--- src/rtl/instr_encoder_if.sv ---
// Request/response bundle for instr_encoder.
// The encoder is the slave: it takes symbolic requests and presents encoded words.
interface instr_encoder_if;
  logic        in_valid;
  logic        in_ready;
  logic [4:0]  in_class;
  logic [3:0]  in_cond;
  logic        in_s;
  logic        in_imm_sel;
  logic [3:0]  in_rd;
  logic [3:0]  in_rn;
  logic [3:0]  in_rm;
  logic [3:0]  in_ra;
  logic [23:0] in_imm;
  logic        out_valid;
  logic        out_ready;
  logic [31:0] out_instr;
  logic [31:0] out_addr;
  logic        err;
  logic [7:0]  err_count;

  modport master (
    output in_valid, in_class, in_cond, in_s, in_imm_sel, in_rd, in_rn, in_rm, in_ra, in_imm,
    output out_ready,
    input  in_ready, out_valid, out_instr, out_addr, err, err_count
  );

  modport slave (
    input  in_valid, in_class, in_cond, in_s, in_imm_sel, in_rd, in_rn, in_rm, in_ra, in_imm,
    input  out_ready,
    output in_ready, out_valid, out_instr, out_addr, err, err_count
  );
endinterface

--- src/rtl/instr_encoder.sv ---
// Streaming instruction encoder: packs symbolic micro-op requests into the core's 32-bit
// word format and queues {word, byte address} in a small FIFO.
// Optional feature: define INSTR_ENC_ERRCNT_EN to build the saturating illegal-request
// counter on err_count; otherwise err_count is tied to zero.
module instr_encoder #(
  parameter int unsigned DEPTH     = 4,
  parameter logic [31:0] BASE_ADDR = 32'h0
) (
  input  logic             clk,
  input  logic             reset,
  input  logic             clear,
  instr_encoder_if.slave   bus
);

  localparam int unsigned   PtrW    = (DEPTH > 1) ? $clog2(DEPTH) : 1;
  localparam logic [PtrW:0] CntFull = (PtrW + 1)'(DEPTH);

  // Data-processing word: cond | 00 | I | opcode | S | rn | rd | operand2.
  function automatic logic [31:0] dp(input logic [3:0] cond, input logic i,
                                     input logic [3:0] op, input logic s,
                                     input logic [3:0] rn, input logic [3:0] rd,
                                     input logic [11:0] op2);
    return {cond, 2'b00, i, op, s, rn, rd, op2};
  endfunction

  logic [31:0]     enc_word;
  logic            legal;
  logic [11:0]     reg12;
  logic [11:0]     imm12;
  logic [11:0]     op2_sel;
  logic [3:0]      c;

  logic [PtrW-1:0] wr_ptr_q, wr_ptr_d;
  logic [PtrW-1:0] rd_ptr_q, rd_ptr_d;
  logic [PtrW:0]   count_q, count_d;
  logic [31:0]     addr_q, addr_d;
  logic            err_q, err_d;
  logic [31:0]     word_mem [DEPTH];
  logic [31:0]     addr_mem [DEPTH];

  logic in_ready, out_valid, accept, push, pop;

  assign c       = bus.in_cond;
  assign reg12   = {8'h00, bus.in_rm};
  assign imm12   = bus.in_imm[11:0];
  assign op2_sel = bus.in_imm_sel ? imm12 : reg12;

  // Combinational encode of the current request; classes 20-31 flag illegal.
  always_comb begin
    enc_word = '0;
    legal    = 1'b1;
    case (bus.in_class)
      5'd0:  enc_word = dp(c, bus.in_imm_sel, 4'b0100, bus.in_s, bus.in_rn, bus.in_rd, op2_sel);
      5'd1:  enc_word = dp(c, bus.in_imm_sel, 4'b0010, bus.in_s, bus.in_rn, bus.in_rd, op2_sel);
      5'd2:  enc_word = dp(c, bus.in_imm_sel, 4'b0000, bus.in_s, bus.in_rn, bus.in_rd, op2_sel);
      5'd3:  enc_word = dp(c, bus.in_imm_sel, 4'b1100, bus.in_s, bus.in_rn, bus.in_rd, op2_sel);
      5'd4:  enc_word = dp(c, bus.in_imm_sel, 4'b0001, bus.in_s, bus.in_rn, bus.in_rd, op2_sel);
      5'd5:  enc_word = dp(c, 1'b0, 4'b1111, 1'b1, bus.in_rn, 4'h0, reg12);
      5'd6:  enc_word = dp(c, 1'b0, 4'b1101, bus.in_s, 4'h0, bus.in_rd, reg12);
      5'd7:  enc_word = dp(c, 1'b1, 4'b1101, bus.in_s, 4'h0, bus.in_rd, imm12);
      5'd8:  enc_word = dp(c, 1'b1, 4'b1010, bus.in_s, 4'h0, bus.in_rd, imm12);
      5'd9:  enc_word = dp(c, 1'b1, 4'b1110, bus.in_s, 4'h0, bus.in_rd, imm12);
      5'd10: enc_word = {c, 7'b0, bus.in_s, bus.in_rd, 4'h0, bus.in_rm, 4'b1001, bus.in_rn};
      5'd11: enc_word = {c, 5'b00001, 1'b0, 1'b0, bus.in_s, bus.in_ra, bus.in_rd, bus.in_rm,
                         4'b1001, bus.in_rn};
      5'd12: enc_word = {c, 5'b00001, 1'b1, 1'b0, bus.in_s, bus.in_ra, bus.in_rd, bus.in_rm,
                         4'b1001, bus.in_rn};
      5'd13: enc_word = dp(c, 1'b0, 4'b1000, bus.in_s, bus.in_rn, bus.in_rd,
                           {8'h00, bus.in_rm});
      5'd14: enc_word = dp(c, 1'b0, 4'b1000, bus.in_s, bus.in_rn, bus.in_rd,
                           {7'h00, 1'b1, bus.in_rm});
      5'd15: enc_word = dp(c, 1'b0, 4'b1001, bus.in_s, bus.in_rn, bus.in_rd,
                           {8'h00, bus.in_rm});
      5'd16: enc_word = dp(c, 1'b0, 4'b1001, bus.in_s, bus.in_rn, bus.in_rd,
                           {7'h00, 1'b1, bus.in_rm});
      5'd17: enc_word = {c, 8'b0101_1001, bus.in_rn, bus.in_rd, imm12};
      5'd18: enc_word = {c, 8'b0101_1000, bus.in_rn, bus.in_rd, imm12};
      5'd19: enc_word = {c, 4'b1010, bus.in_imm};
      default: legal = 1'b0;
    endcase
  end

  // Ready depends only on local state and clear, never on out_ready.
  assign in_ready  = (count_q != CntFull) & ~clear;
  assign out_valid = (count_q != '0);
  assign accept    = bus.in_valid & in_ready;
  assign push      = accept & legal;
  assign pop       = out_valid & bus.out_ready & ~clear;

  assign bus.in_ready  = in_ready;
  assign bus.out_valid = out_valid;
  assign bus.out_instr = out_valid ? word_mem[rd_ptr_q] : '0;
  assign bus.out_addr  = out_valid ? addr_mem[rd_ptr_q] : '0;
  assign bus.err       = err_q;

  // Next-state for pointers, occupancy, address counter and error pulse; clear wins.
  always_comb begin
    wr_ptr_d = wr_ptr_q;
    rd_ptr_d = rd_ptr_q;
    count_d  = count_q;
    addr_d   = addr_q;
    err_d    = accept & ~legal;
    if (clear) begin
      wr_ptr_d = '0;
      rd_ptr_d = '0;
      count_d  = '0;
      addr_d   = BASE_ADDR;
      err_d    = 1'b0;
    end else begin
      if (push) begin
        wr_ptr_d = wr_ptr_q + PtrW'(1);
        addr_d   = addr_q + 32'd4;
      end
      if (pop) begin
        rd_ptr_d = rd_ptr_q + PtrW'(1);
      end
      case ({push, pop})
        2'b10:   count_d = count_q + (PtrW + 1)'(1);
        2'b01:   count_d = count_q - (PtrW + 1)'(1);
        default: count_d = count_q;
      endcase
    end
  end

  // Control state register.
  always_ff @(posedge clk or negedge reset) begin
    if (!reset) begin
      wr_ptr_q <= '0;
      rd_ptr_q <= '0;
      count_q  <= '0;
      addr_q   <= BASE_ADDR;
      err_q    <= 1'b0;
    end else begin
      wr_ptr_q <= wr_ptr_d;
      rd_ptr_q <= rd_ptr_d;
      count_q  <= count_d;
      addr_q   <= addr_d;
      err_q    <= err_d;
    end
  end

  // FIFO storage; contents are only visible through out_valid so no reset is needed.
  always_ff @(posedge clk) begin
    if (push) begin
      word_mem[wr_ptr_q] <= enc_word;
      addr_mem[wr_ptr_q] <= addr_q;
    end
  end

`ifdef INSTR_ENC_ERRCNT_EN
  logic [7:0] err_cnt_q;

  // Saturating count of illegal requests, advanced alongside the err pulse.
  always_ff @(posedge clk or negedge reset) begin
    if (!reset) begin
      err_cnt_q <= '0;
    end else if (clear) begin
      err_cnt_q <= '0;
    end else if (err_d && (err_cnt_q != 8'hFF)) begin
      err_cnt_q <= err_cnt_q + 8'd1;
    end
  end

  assign bus.err_count = err_cnt_q;
`else
  assign bus.err_count = '0;
`endif

endmodule

--- src/flat_wrapper.sv ---
// flat-port wrapper written by rule: the top's interface ports become plain ports
module instr_encoder_flat 
#(
  parameter int unsigned DEPTH     = 4,
  parameter logic [31:0] BASE_ADDR = 32'h0
)
  (clk, reset, clear, bus_in_valid, bus_in_class, bus_in_cond, bus_in_s, bus_in_imm_sel, bus_in_rd, bus_in_rn, bus_in_rm, bus_in_ra, bus_in_imm, bus_out_ready, bus_in_ready, bus_out_valid, bus_out_instr, bus_out_addr, bus_err, bus_err_count);
  instr_encoder_if bus_i ();
  input  logic clk;
  input  logic reset;
  input  logic clear;
  input wire logic [$bits(bus_i.in_valid)-1:0] bus_in_valid;
  input wire logic [$bits(bus_i.in_class)-1:0] bus_in_class;
  input wire logic [$bits(bus_i.in_cond)-1:0] bus_in_cond;
  input wire logic [$bits(bus_i.in_s)-1:0] bus_in_s;
  input wire logic [$bits(bus_i.in_imm_sel)-1:0] bus_in_imm_sel;
  input wire logic [$bits(bus_i.in_rd)-1:0] bus_in_rd;
  input wire logic [$bits(bus_i.in_rn)-1:0] bus_in_rn;
  input wire logic [$bits(bus_i.in_rm)-1:0] bus_in_rm;
  input wire logic [$bits(bus_i.in_ra)-1:0] bus_in_ra;
  input wire logic [$bits(bus_i.in_imm)-1:0] bus_in_imm;
  input wire logic [$bits(bus_i.out_ready)-1:0] bus_out_ready;
  output wire logic [$bits(bus_i.in_ready)-1:0] bus_in_ready;
  output wire logic [$bits(bus_i.out_valid)-1:0] bus_out_valid;
  output wire logic [$bits(bus_i.out_instr)-1:0] bus_out_instr;
  output wire logic [$bits(bus_i.out_addr)-1:0] bus_out_addr;
  output wire logic [$bits(bus_i.err)-1:0] bus_err;
  output wire logic [$bits(bus_i.err_count)-1:0] bus_err_count;
  assign bus_i.in_valid = bus_in_valid;
  assign bus_i.in_class = bus_in_class;
  assign bus_i.in_cond = bus_in_cond;
  assign bus_i.in_s = bus_in_s;
  assign bus_i.in_imm_sel = bus_in_imm_sel;
  assign bus_i.in_rd = bus_in_rd;
  assign bus_i.in_rn = bus_in_rn;
  assign bus_i.in_rm = bus_in_rm;
  assign bus_i.in_ra = bus_in_ra;
  assign bus_i.in_imm = bus_in_imm;
  assign bus_i.out_ready = bus_out_ready;
  assign bus_in_ready = bus_i.in_ready;
  assign bus_out_valid = bus_i.out_valid;
  assign bus_out_instr = bus_i.out_instr;
  assign bus_out_addr = bus_i.out_addr;
  assign bus_err = bus_i.err;
  assign bus_err_count = bus_i.err_count;
  instr_encoder #(.DEPTH(DEPTH), .BASE_ADDR(BASE_ADDR)) u_core (.clk(clk), .reset(reset), .clear(clear), .bus(bus_i));
endmodule
--- config.mk ---
export PLATFORM = sky130hd
export DESIGN_NAME = instr_encoder_flat
export DESIGN_NICKNAME = d
export VERILOG_FILES = /design/src/rtl/instr_encoder_if.sv /design/src/rtl/instr_encoder.sv /design/src/flat_wrapper.sv
export SDC_FILE = /design/constraint.sdc
export NUM_CORES = 1
export LEC_CHECK = 0
export CORE_ASPECT_RATIO = 0.7
export CORE_MARGIN = 4
export CORE_UTILIZATION = 34
export CTS_BUF_LIST = sky130_fd_sc_hd__clkbuf_8
export DETAILED_ROUTE_END_ITERATION = 10
export PLACE_DENSITY = 0.64
export SETUP_SLACK_MARGIN = 0.02
export SYNTH_ARGS = -nofsm -noshare
export SYNTH_HDL_FRONTEND = slang
export SYNTH_SLANG_ARGS = --single-unit
--- constraint.sdc ---
create_clock -name clk -period 3.2 [get_ports clk]
set_input_delay 0.32 -clock clk [delete_from_list [all_inputs] [get_ports clk]]
set_output_delay 0.32 -clock clk [all_outputs]
set_load 0.005 [all_outputs]
After elaboration in Yosys (flattened, before gate mapping)

Memories as Yosys holds them, arrays and structs flattened.
Cells that the tools add are included.

$add $sub $neg: 5
Equality and inequality tests: 22
Multiplexer cells: 16
Bitwise logic cells: 8
Reduce and logical (&&, ||, !) cells: 6

Operators by type and width:

| kind                                                                  | number |
|---|---|
| 32-bit case mux with 20 select lines                                  | 1 |
| 32-bit 2-to-1 mux                                                     | 4 |
| 5-bit by 4-bit equality test with 1-bit output, second input constant | 8 |
| 32-bit by 3-bit adder with 32-bit output, second input constant       | 1 |
| 5-bit by 3-bit equality test with 1-bit output, second input constant | 4 |
| 5-bit equality test, second input constant                            | 4 |
| 20-bit OR reduction                                                   | 1 |
| 12-bit 2-to-1 mux                                                     | 1 |
| 5-bit by 2-bit equality test with 1-bit output, second input constant | 2 |
| 2-bit 2-to-1 mux                                                      | 4 |
| 1-bit AND                                                             | 6 |
| 3-bit case mux with 2 select lines                                    | 1 |
| 3-bit nonzero test                                                    | 2 |
| 5-bit by 1-bit equality test with 1-bit output, second input constant | 1 |
| 5-bit logical NOT                                                     | 1 |
| 2-bit by 1-bit adder with 2-bit output, second input constant         | 2 |
| 1-bit 2-to-1 mux                                                      | 4 |
| 2-bit nonzero test                                                    | 2 |
| 3-bit by 1-bit adder with 3-bit output, second input constant         | 1 |
| 3-bit 2-to-1 mux                                                      | 1 |
| 3-bit inequality test, second input constant                          | 1 |
| 3-bit by 1-bit subtractor with 3-bit output, second input constant    | 1 |
| 2-bit by 1-bit equality test with 1-bit output, second input constant | 1 |
| 2-bit equality test, second input constant                            | 1 |
| 1-bit inverter                                                        | 2 |

Bits in registers: 40
Bits in writable memories: 256
Input port bits: 56
Word-level logic and storage cells: 64
Memories kept: 2

Memory list:

| name            | words | width | read ports | clocked after Yosys merged registers in | wr ports | RTL line            | text |
|---|---|---|---|---|---|---|---|
| u_core.addr_mem | 4     | 32    | 1          | 0                                       | 1        | instr_encoder.sv:39 | `logic [31:0] addr_mem [DEPTH];` |
| u_core.word_mem | 4     | 32    | 1          | 0                                       | 1        | instr_encoder.sv:38 | `logic [31:0] word_mem [DEPTH];` |

Depth between registers and ports, before layout

Gate-level depths: netlist (run 1).

Word-level depth: 7
Gate-level depth with buffers: 7

Worst setup path after synthesis (run 1)

No wires, ideal clock.

Path type: input -> register
From: in bus_in_class[3]
To: mem u_core.addr_mem[1][10] (enable)
Arrival time: 2911 ps
Path slack: -138 ps
Stages on the path: 5
Path through: clkbuf_1 -> o21ai_2 -> and4b_1 -> buf_1 -> and2_1

Longest elaborated chain between the ends: 6

RTL lines:

| item                                                                   | RTL line             | text |
|---|---|---|
| start, declared                                                        | flat_wrapper.sv:13   | `input wire logic [$bits(bus_i.in_class)-1:0] bus_in_class;` |
| 5-bit by 1-bit equality test with 1-bit output (tied with other cells) | instr_encoder.sv:52  | `case (bus.in_class)` |
| 20-bit OR reduction (no line) *                                        | --                   |  |
| 1-bit 2-to-1 mux *                                                     | instr_encoder.sv:52  |  |
| 1-bit AND *                                                            | instr_encoder.sv:87  | `assign push = accept & legal;` |
| 1-bit 2-to-1 mux *                                                     | instr_encoder.sv:144 | `if (push) begin` |
| 1-bit 2-to-1 mux (not written as such) *                               | instr_encoder.sv:146 | `addr_mem[wr_ptr_q] <= addr_q;` |
| end, declared                                                          | instr_encoder.sv:39  |  |

Every way passes the cells marked *; elsewhere a longest branch is shown, timed or not.

Worst setup path in the final report (run 1)

From: reg u_core.count_q[0]
To: out bus_out_instr[19]

Longest elaborated chain between the ends: 2

RTL lines:

| item                   | RTL line             | text |
|---|---|---|
| start, declared        | instr_encoder.sv:35  | `logic [PtrW:0] count_q, count_d;` |
| start signal, assigned | instr_encoder.sv:136 | `count_q <= count_d;` |
| 3-bit nonzero test     | instr_encoder.sv:85  | `assign out_valid = (count_q != '0);` |
| 32-bit 2-to-1 mux      | instr_encoder.sv:92  | `assign bus.out_instr = out_valid ? word_mem[rd_ptr_q] : '0;` |
| end, declared          | flat_wrapper.sv:25   | `output wire logic [$bits(bus_i.out_instr)-1:0] bus_out_instr;` |

Every way passes these cells.

==> impl_metrics.csv, run 1 <==
group,metric,value,unit
outcome,status,"finished, final reports clean",
floorplan,dieArea,0.0390,mm2
clocking,clock-root-buffer,"clkbuf_8",
timing,tns,0,ns
route,wire_per_inst,19.6,um
timing,min_period,2.98,ns
timing,max_slew_margin,22.8,%
route,wl,27.5,mm
power_and_ir_drop,irDropWorstVdd,0.000245,V
cells_and_area,area_growth,23.5,%
cells_and_area,drive_gt1_share,19.1,%
place,gp_congestion,0.819,
clocking,numCtsBuffers,46,
route,vias,6985,
place,dpl.hpwl,17.7,mm
timing,fmax,0.335,GHz
timing,fin_crit_sh,93.2,%
flow_run,maxCapViolations,0,
clocking,clkSlewWorstSetupHoldPaths,0.06,ns
place,place_area,0.0141,mm2
floorplan,rows,57,
timing,grt_setup_unrepaired,"no",
clocking,htreeDepth,2,
critical_path,crit_type,"register to primary output",
yosys,yosys.area.top_type,"edfxtp_1",
yosys,ys.flop_type,"edfxtp_1",
cells_and_area,stdcell_area,0.0151,mm2
critical_path,required,2.88,ns
yosys,syn_inst,741,
yosys,async_flop_share,13.3,%
timing,setup_viol,0,
yosys,yosys_warnings,0,
route,route.detailed.drc,0,
grt,grt_pass1_wl,42.6,mm
route,first_iter_violations,492,
grt,overflow,0,
clocking,cts_tree,"yes",
yosys,synthDistinctLibCells,60,
yosys,ys_ff_latch,286,
critical_path,end_kind,"primary output",
cells_and_area,num-nets-final,955,
yosys,avgSynthCellArea,16.5,um2
critical_path,start_kind,"register",
timing,slew_violations,0,
place,portBuffers,120,
clocking,numClockSinks,286,
cells_and_area,antennaDiodeCount,0,
floorplan,core-area,0.0350,mm2
timing,skew,0.0157,ns
floorplan,top_level_ports,131,
grt,antenna_found_initial,1,
clocking,clock_path_buffers,3,
power_and_ir_drop,p_leak,5.00,nW
cells_and_area,mostFrequentLayoutCell,"edfxtp_1",
floorplan,die_h,166,um
yosys,synth-edff-count,248,
cells_and_area,multi_input_area,0.00355,mm2
timing,worstMarginPinSlew,1.16,ns
grt,grt_use_total,14.1,%
floorplan,die_x,234,um
floorplan,initial_utilization,34.8,%
cells_and_area,final_cell_mix,"edfxtp_1 (248), clkdlybuf4s50_1 (119), and2_1 (69)",
yosys,yosysSeqAreaShare,68.9,%
route,first_pass_iters,5,
yosys,synth_top_area_share,61.1,%
grt,grt_max_degree,45,
critical_path,cp.arrival,2.66,ns
yosys,syn-cell-area,0.0122,mm2
clocking,clk_latency,0.57,ns
cells_and_area,regArea,0.00840,mm2
yosys,synth.area.top_cells,"edfxtp_1 (61%), mux4_2 (11%), dfrtp_1 (7.8%), and2_1 (3.7%), xnor2_1 (1.4%)",
timing,hold_viol_final,0,
power_and_ir_drop,powerDensity,650,mW/mm2
route,viasPerCell,4.98,
route,drtAntennaViolNets,0,
worst_hold_path,min_path_type,"input port to register",
critical_path,cp_max_fo,41,
grt,grt_pass1_vias,7280,
cells_and_area,fillCellCount,3101,
==> worst max-delay path, cell delays in order, from the launching register on <==
cell and delay [ns]:
dfrtp_1 0.43, or3_2 0.65, buf_4 0.33, and2_1 0.23, clkdlybuf4s50_1 0.46
==> through the flow <==
stage          setup slack, ns  hold WS [ns]  utilization, %  total power, W  cells
2_1_floorplan            0.524        0.0244               -         0.00553    750
3_3_place_gp             0.334         0.494            40.3         0.00681   1316
3_5_place_dp             0.241         0.504            40.3         0.00682   1316
4_1_cts                  0.101         0.334            43.0         0.00997   1402
5_1_grt                 0.0437         0.360            43.0          0.0103   1402
6_report                 0.219         0.391            43.0         0.00978   1402
==> logic make-up after synthesis <==
logic type	Yosys count	share of synthesized area, %
AO/OA/AOI/OAI	76	4.48
other	1	0.0307
adder cells (fa/ha/maj)	7	0.759
multiplexers	67	11.9
buffers and inverters	63	2.37
XOR/XNOR	23	1.65
flip-flops	286	68.9
AND/OR/NAND/NOR	218	9.97
==> worst paths after layout <==
path,from,to,slack (ns),cells past startpoint
max in group asynchronous,reset,u_core.rd_ptr_q[0],2.05,2
setup / recovery,u_core.count_q[0],bus_out_instr[19],0.22,4
setup reg to reg,u_core.addr_q[13],u_core.addr_q[27],0.72,5
min in group asynchronous,reset,u_core.addr_q[10],0.47,2
hold reg to reg,u_core.addr_q[30],u_core.addr_mem[0][30],0.58,0
hold / removal,bus_in_valid,u_core.bus.err,0.39,3
==> registers in the layout, indices dropped and copies added (netlist names) <==
signal and flops:
u_core.word_mem 128, u_core.addr_mem 120, u_core.addr_q 30, u_core.count_q 3, u_core.rd_ptr_q 2, u_core.wr_ptr_q 2, u_core.bus.err 1
==> layer usage <==
layer	wire length (um)	vias up	global-route usage (%)
met3	1630	44	3.38
li1	-	3181	-
met2	12700	202	21.3
met1	12700	3558	20.7
met5	0	-	0
met4	479	0	3.64
==> where the power goes <==
| part | total, W | internal, W | leakage, nW | switching [W] |
|---|---|---|---|---|
| sequential | 0.00422 | 0.00415 | 2.76 | 0.0000635 |
| combinational | 0.00246 | 0.00141 | 1.71 | 0.00104 |
| clock | 0.00311 | 0.00170 | 0.522 | 0.00142 |
| total | 0.00978 | 0.00726 | 5.00 | 0.00252 |
==> final cells by class <==
class / count / share of cell area, %
inverter: 7 / 0.174
tap: 472 / 3.92
clock buffer: 54 / 4.93
multi-input combinational: 401 / 23.6
sequential: 286 / 55.8
timing repair buffer: 151 / 10.4
clock inverter: 31 / 1.20
==> Yosys cell counts, types with 3 or more instances <==
cell        n
o31ai_1     8
xor2_1      4
or4_1       7
xnor2_1    19
nor4b_1     4
buf_2       6
nand2b_1    4
or2_1       3
buf_1       6
ha_1        5
dfrtp_1    38
nand2_1    34
nand3_1     7
buf_4      10
a21o_1      3
mux2i_1     4
nor2_1     37
nor3b_1     3
edfxtp_1  248
nand4_1     4
clkbuf_1   33
inv_1       7
o32ai_1     3
or2_2       3
nor3_1      8
a22o_1      7
o21ai_0    10
mux4_2     62
a21oi_1    19
a22oi_1     5
or3_1       6
nor2b_1     5
nor4_1      8
and2_1     73
a222oi_1    7
==> what timing repair did <==
item                      CTS  global route
resized for setup           0             0
hold buffers                1             0
setup buffers               0             0
hold endpoints to repair   38             0
(Power assumes the default switching activity.)
==> run 2, diff against run 1 <==
ABC_AREA = 1   (was default)
==> run 2 against run 1 <==
  * Die area increased by 5.7%
  * Critical path depth grew 1
  * Sequential cell count stayed put
  * Synthesized cell count up 72%
  * Non-clock buffer count fell by 4
  * Utilization shrank 1.1 points
  * Worst setup slack got worse by 0.011 ns
  * First-iteration DRC count grew 74%
  * Final cell count grew 38%
  * Count of clock-buffer cells in the layout fell by 4
==> impl_metrics.csv, run 2 <==
group,metric,value,unit
floorplan,die_x,241,um
clocking,clk_latency,0.58,ns
yosys,avgSynthCellArea,10.1,um2
place,dp.cells,1850,
critical_path,end_kind,"primary output",
cells_and_area,reg_top3,"u_core.word_mem: 128 flops, u_core.addr_mem: 120 flops, u_core.addr_q: 30 flops",
cells_and_area,mostFrequentLayoutCell,"nor2_1",
grt,antenna_found_initial,2,
floorplan,die_h,171,um
yosys,yosys.area_share.adder,0.639,%
yosys,synth_mux_area_share,0,%
yosys,syn_inst,1276,
clocking,clock_path_buffers,3,
route,wire_per_inst,18.1,um
timing,max_slew_margin,38.0,%
floorplan,initial_utilization,34.6,%
cells_and_area,final_cell_mix,"nor2_1 (314), edfxtp_1 (248), nand2_1 (178)",
grt,grt.met1_usage,24.6,%
cells_and_area,utilization,41.9,%
clocking,htreeDepth,2,
flow_run,maxCapViolations,0,
timing,fin_crit_sh,93.5,%
route,viasPerCell,5.00,
clocking,numClockSinks,286,
route,wl,35.1,mm
floorplan,top_level_ports,131,
timing,hold_viol_final,0,
critical_path,reg2reg_from,"u_core.count_q[0]",
cells_and_area,largest_reg_flops,128,
critical_path,endpoint,"bus_out_instr[30]",
route,route.detailed.drc,0,
power_and_ir_drop,seq_power_share,52.3,%
grt,grt_pass1_vias,9499,
critical_path,crit_start,"u_core.rd_ptr_q[0]",
critical_path,reg2reg_depth,13,
critical_path,rrSetupSlack,0.90,ns
route,vias,9681,
place,dpl.hpwl,21.9,mm
yosys,synth_top_family_by_area,"simple AND/OR/NAND/NOR gates",
clocking,clock-root-buffer,"clkbuf_8",
place,dp_slack,0.629,ns
yosys,synth_compound_area_share,10.1,%
yosys,synth_top_area_share,57.6,%
grt,grt.busiest_layer,"met2",
critical_path,slowest_delay,0.57,ns
critical_path,path_delay_family,"buffers and inverters",
grt,grt_pass1_wl,53.9,mm
timing,min_period,2.99,ns
power_and_ir_drop,swShare,24.6,%
yosys,async_flop_share,13.3,%
route,first_iter_violations,856,
route,drtAntennaViolNets,0,
place,portBuffers,120,
place,gp_congestion,0.960,
timing,fmax,0.334,GHz
grt,grt_use_total,16.7,%
cells_and_area,antennaDiodeCount,0,
grt,met2_usage,25.1,%
yosys,synth_common_cells,"nor2_1 (318), edfxtp_1 (248), nand2_1 (178), o21ai_0 (143), a21oi_1 (72)",
cells_and_area,final_cells,1937,
yosys,synth.area.top_cells,"edfxtp_1 (58%), nor2_1 (9.2%), dfrtp_1 (7.4%), o21ai_0 (5.5%), nand2_1 (5.2%)",
yosys,synth_xor_area_share,0.271,%
power_and_ir_drop,p_leak,5.68,nW
clocking,clkSlewWorstSetupHoldPaths,0.06,ns
power_and_ir_drop,p_switching,0.00195,W
clocking,numCtsBuffers,47,
cells_and_area,drive_gt1_share,8.97,%
yosys,yosysSeqAreaShare,65.0,%
critical_path,cp.depth,5,
floorplan,core-area,0.0374,mm2
clocking,cts_tree,"yes",
timing,grt_setup_unrepaired,"no",
power_and_ir_drop,powerDensity,506,mW/mm2
critical_path,critPathBufInv,3,
critical_path,r2r-end,"u_core.count_q[2]",
critical_path,cp_max_fo,30,
grt,grtUsageMet3,3.77,%
yosys,yosys.area.top_type,"edfxtp_1",
cells_and_area,area_growth,21.1,%
yosys,syn-cell-area,0.0129,mm2
worst_hold_path,worst_hold_path.num_cells,3,
timing,setup_slack,0.207,ns
yosys,ys.flop_type,"edfxtp_1",
grt,overflow,0,
outcome,status,"finished, final reports clean",
timing,slew_violations,0,
floorplan,rows,59,
timing,setup_viol,0,
cells_and_area,regMostFlops,"u_core.word_mem",
power_and_ir_drop,irDropWorstVdd,0.000229,V
critical_path,cp_slowest_cell,"clkdlybuf4s50_1",
critical_path,path_cells,"inv_2 -> buf_6 -> o21ai_0 -> a21oi_1 -> clkdlybuf4s50_1",
yosys,synthDistinctLibCells,45,
yosys,synth.most_common_cell,"nor2_1",
yosys,yosys_warnings,0,
critical_path,crit_type,"register to primary output",
route,first_pass_iters,5,
grt,grt_max_degree,125,
worst_hold_path,min_path_type,"input port to register",
cells_and_area,num-nets-final,1475,
timing,skew,0.0277,ns
timing,worstMarginPinSlew,0.930,ns
yosys,synth-edff-count,248,
cells_and_area,fillCellCount,3539,
floorplan,dieArea,0.0412,mm2
power_and_ir_drop,clockPowerShare,37.4,%
critical_path,cp.arrival,2.67,ns
power_and_ir_drop,power_frac_comb,10.4,%
yosys,ys_ff_latch,286,
power_and_ir_drop,internal-power,0.00596,W
critical_path,start_kind,"register",
critical_path,required,2.88,ns
yosys,synthSimpleGateAreaFrac,19.4,%
[run 2: cell count changes after synthesis, sizes merged, moves of 8 or more]
| cell | delta |
|---|---|
| o21ai | +138 |
| nand4 | +28 |
| and2 | -73 |
| nand3 | +43 |
| buf | +11 |
| nand2 | +149 |
| inv | +63 |
| mux4 | -62 |
| xnor2 | -17 |
| nor2 | +287 |
| a21oi | +57 |
| nor4 | -8 |
[run 2: how the worst min path moves through the flow]
stage                              start                endpoint  slack (ns)
after floorplan                    reset       u_core.addr_q[10]        0.02
after global placement             reset       u_core.addr_q[20]        0.51
after detailed placement           reset       u_core.addr_q[20]        0.51
after CTS                 bus_in_cond[1]  u_core.word_mem[1][29]        0.39
after global routing       bus_in_imm[5]   u_core.word_mem[3][5]        0.42
final                      bus_in_imm[6]   u_core.word_mem[2][6]        0.44
[run 2: kinds of logic after synthesis]
family	Yosys count
other cells	1
fa+ha+maj	6
flops	286
compound gates	243
xor+xnor	4
simple gates	598
buf+inv	138
[run 2: stage by stage]
| stage | power, W | setup TNS (ns) | hold WS [ns] | cell area [um2] |
|---|---|---|---|---|
| floorplan | 0.00461 | -201.70 | 0.0244 | 13000 |
| global placement | 0.00501 | 0 | 0.505 | 14700 |
| detailed placement | 0.00502 | 0 | 0.514 | 14700 |
| CTS | 0.00801 | 0 | 0.385 | 15600 |
| global route | 0.00828 | 0 | 0.425 | 15600 |
| finish | 0.00791 | 0 | 0.440 | 15600 |
[run 2: power groups by stage]
stage | clock network, W | logic [W] | registers (W)
3_5_place_dp | 0 | 0.000812 | 0.00421
4_1_cts | 0.00306 | 0.000817 | 0.00413
6_report | 0.00296 | 0.000820 | 0.00414
3_3_place_gp | 0 | 0.000803 | 0.00421
2_1_floorplan | 0 | 0.000399 | 0.00421
5_1_grt | 0.00323 | 0.000909 | 0.00414
[run 2: layout make-up]
class / instances / area [um2] / area share, %
Clock buffer: 50 / 688 / 4.40
Clock inverter: 35 / 173 / 1.10
Inverter: 70 / 270 / 1.73
Multi-Input combinational cell: 861 / 3990 / 25.5
Sequential cell: 286 / 8400 / 53.7
Tap cell: 488 / 611 / 3.90
Timing Repair Buffer: 147 / 1510 / 9.64
[run 2: repair_timing]
action / 4_1_cts / 5_1_grt
buffers inserted: 0 / 0
endpoints found under the hold margin: 38 / 0
setup endpoints to repair: 0 / 12
hold buffers: 1 / 0
gates resized for setup: 0 / 7
[run 2: routing by layer]
metal,up-vias,part of all wire (%)
li1,4651,-
met1,4692,49
met5,-,0.037
met2,284,43
met4,2,1.9
met3,52,5.9
[run 2: worst register-to-register path, cell delays in order, from the launching register on]
cell     delay [ns]
dfrtp_1        0.42
nor2_1         0.25
nand2_2        0.14
nand2_1        0.19
nor2_1         0.10
nand2_2        0.13
inv_1          0.07
fa_1           0.40
xnor2_1        0.23
inv_1          0.06
nand2_1        0.06
nand2_1        0.04
nand2_1        0.06
nand2_1        0.05
==> run 3, diff against run 2 <==
CORE_MARGIN = 1   (was 4)
SLEW_MARGIN = 30   (was default)
==> run 3 against run 2 <==
  * Clock power grew 9.1%
  * Largest power group unchanged
  * Critical endpoint is now bus_out_addr[27]
  * Worst hold slack lost 0.13 ns
  * Worst setup slack gained 0.012 ns
  * Fmax grew 0.39%
  * First-iteration DRC count shrank 15%
  * Routed wire length shrank 3.5%
==> impl_metrics.csv, run 3 (synthesis gave the netlist of run 2 again) <==
group,metric,value,unit
outcome,status,"finished, final reports clean",
route,met3_length,1.94,mm
power_and_ir_drop,p_total,0.00818,W
cells_and_area,antennaDiodeCount,0,
route,wl_met2,14.2,mm
grt,antenna_found_initial,0,
grt,overflow,0,
place,dpl.hpwl,21.5,mm
route,viasPerCell,4.91,
floorplan,die_x,235,um
route,drtAntennaViolNets,0,
critical_path,start_kind,"register",
clocking,clkSlewWorstSetupHoldPaths,0.06,ns
cells_and_area,largest_reg_flops,128,
place,gp_congestion,0.896,
clocking,numClockSinks,286,
route,routed.top_layer,"met4",
cells_and_area,utilization,42.3,%
timing,hold_viol_final,0,
grt,grt_pass1_vias,9152,
route,wl,33.9,mm
cells_and_area,reg_top3,"u_core.word_mem: 128 flops, u_core.addr_mem: 120 flops, u_core.addr_q: 30 flops",
route,vias,9521,
route,route.detailed.drc,0,
timing,skew,0.0233,ns
timing,setup_viol,0,
timing,fin_crit_sh,93.2,%
critical_path,reg2reg_depth,12,
timing,setup_slack,0.219,ns
timing,grt_setup_unrepaired,"no",
floorplan,top_level_ports,131,
grt,grt_max_degree,72,
cells_and_area,area_growth,21.9,%
critical_path,required,2.88,ns
route,first_pass_iters,5,
timing,max_slew_margin,60.8,%
timing,fmax,0.335,GHz
place,portBuffers,120,
cells_and_area,mostFrequentLayoutCell,"nor2_1",
critical_path,crit_type,"register to primary output",
clocking,htreeDepth,2,
route,met1Wirelength,17.0,mm
cells_and_area,final_cell_mix,"nor2_1 (314), edfxtp_1 (248), nand2_1 (178)",
floorplan,core-area,0.0373,mm2
timing,worstMarginPinSlew,0.587,ns
critical_path,cp.arrival,2.66,ns
cells_and_area,num-nets-final,1473,
clocking,clock_path_buffers,3,
power_and_ir_drop,p_leak,5.77,nW
timing,min_period,2.98,ns
clocking,cts_tree,"yes",
grt,grt_pass1_wl,53.0,mm
cells_and_area,fillCellCount,3537,
floorplan,die_h,165,um
cells_and_area,drive_gt1_share,9.52,%
timing,slew_violations,0,
grt,grt_use_total,17.6,%
floorplan,rows,59,
floorplan,dieArea,0.0388,mm2
cells_and_area,regMostFlops,"u_core.word_mem",
clocking,clock-root-buffer,"clkbuf_8",
floorplan,initial_utilization,34.7,%
worst_hold_path,min_path_type,"input port to asynchronous set/reset pin",
clocking,numCtsBuffers,47,
critical_path,end_kind,"primary output",
flow_run,maxCapViolations,0,
timing,hold_ws,0.310,ns
route,first_iter_violations,729,
route,wire_per_inst,17.5,um
place,dp_slack,0.433,ns
power_and_ir_drop,powerDensity,519,mW/mm2
clocking,clk_latency,0.58,ns
power_and_ir_drop,irDropWorstVdd,0.000271,V
critical_path,cp_max_fo,68,
## run 3: changes by cell type in the layout (fill, tap and decap cells not counted), sizes merged
cell    change
buf         -1
clkbuf      +6
bufinv      +1
inv         +6
clkinv     -11
## run 3: layout make-up
type / count / area, um2 / area share, %
clock buffer: 57 / 785 / 4.98
multi-input combinational: 861 / 3990 / 25.3
inverter: 70 / 265 / 1.68
timing repair buffer: 145 / 1510 / 9.60
tap: 488 / 611 / 3.87
clock inverter: 31 / 190 / 1.21
sequential: 286 / 8400 / 53.3
## run 3: per-stage QoR
step | cell area, um2 | setup TNS (ns) | cells
2_1_floorplan | 13000 | -201.70 | 1285
3_3_place_gp | 14800 | 0 | 1848
3_5_place_dp | 14800 | 0 | 1848
4_1_cts | 15700 | 0 | 1937
5_1_grt | 15800 | 0 | 1938
6_report | 15800 | 0 | 1938
## run 3: repair_timing
| action | in CTS | in global routing |
|---|---|---|
| endpoints found under the setup margin | 0 | 4 |
| setup buffers | 0 | 1 |
| hold buffers | 1 | 0 |
| gates resized for setup | 0 | 1 |
| endpoints found under the hold margin | 38 | 0 |
## run 3: final timing paths
kind	from	endpoint	slack [ns]
max	u_core.rd_ptr_q[0]	bus_out_addr[27]	0.22
min	reset	u_core.addr_q[18]	0.31
max reg2reg	u_core.count_q[0]	u_core.count_q[2]	0.88
min reg2reg	u_core.addr_q[31]	u_core.addr_mem[2][31]	0.56
max in group asynchronous	reset	u_core.rd_ptr_q[0]	2.43
min in group clk	bus_in_imm[5]	u_core.word_mem[0][5]	0.43
## run 3: metal layers
metal / vias to the layer above / track usage, %
li1: 4649 / -
met1: 4537 / 26.7
met2: 277 / 25.5
met3: 58 / 3.11
met4: 0 / 5.17
met5: - / 0
## run 3: where the power goes
part           switching [W]  internal, W  leakage [nW]
Clock                0.00144      0.00178         0.577
Combinational       0.000489     0.000324          2.40
Sequential         0.0000243      0.00411          2.79
Total                0.00196      0.00622          5.77
## run 3: critical path, stage by stage (launching register included)
cell             delay (ns)
dfrtp_4                0.58
inv_2                  0.14
buf_12                 0.27
o21ai_0                0.14
a21oi_1                0.37
clkdlybuf4s50_1        0.59
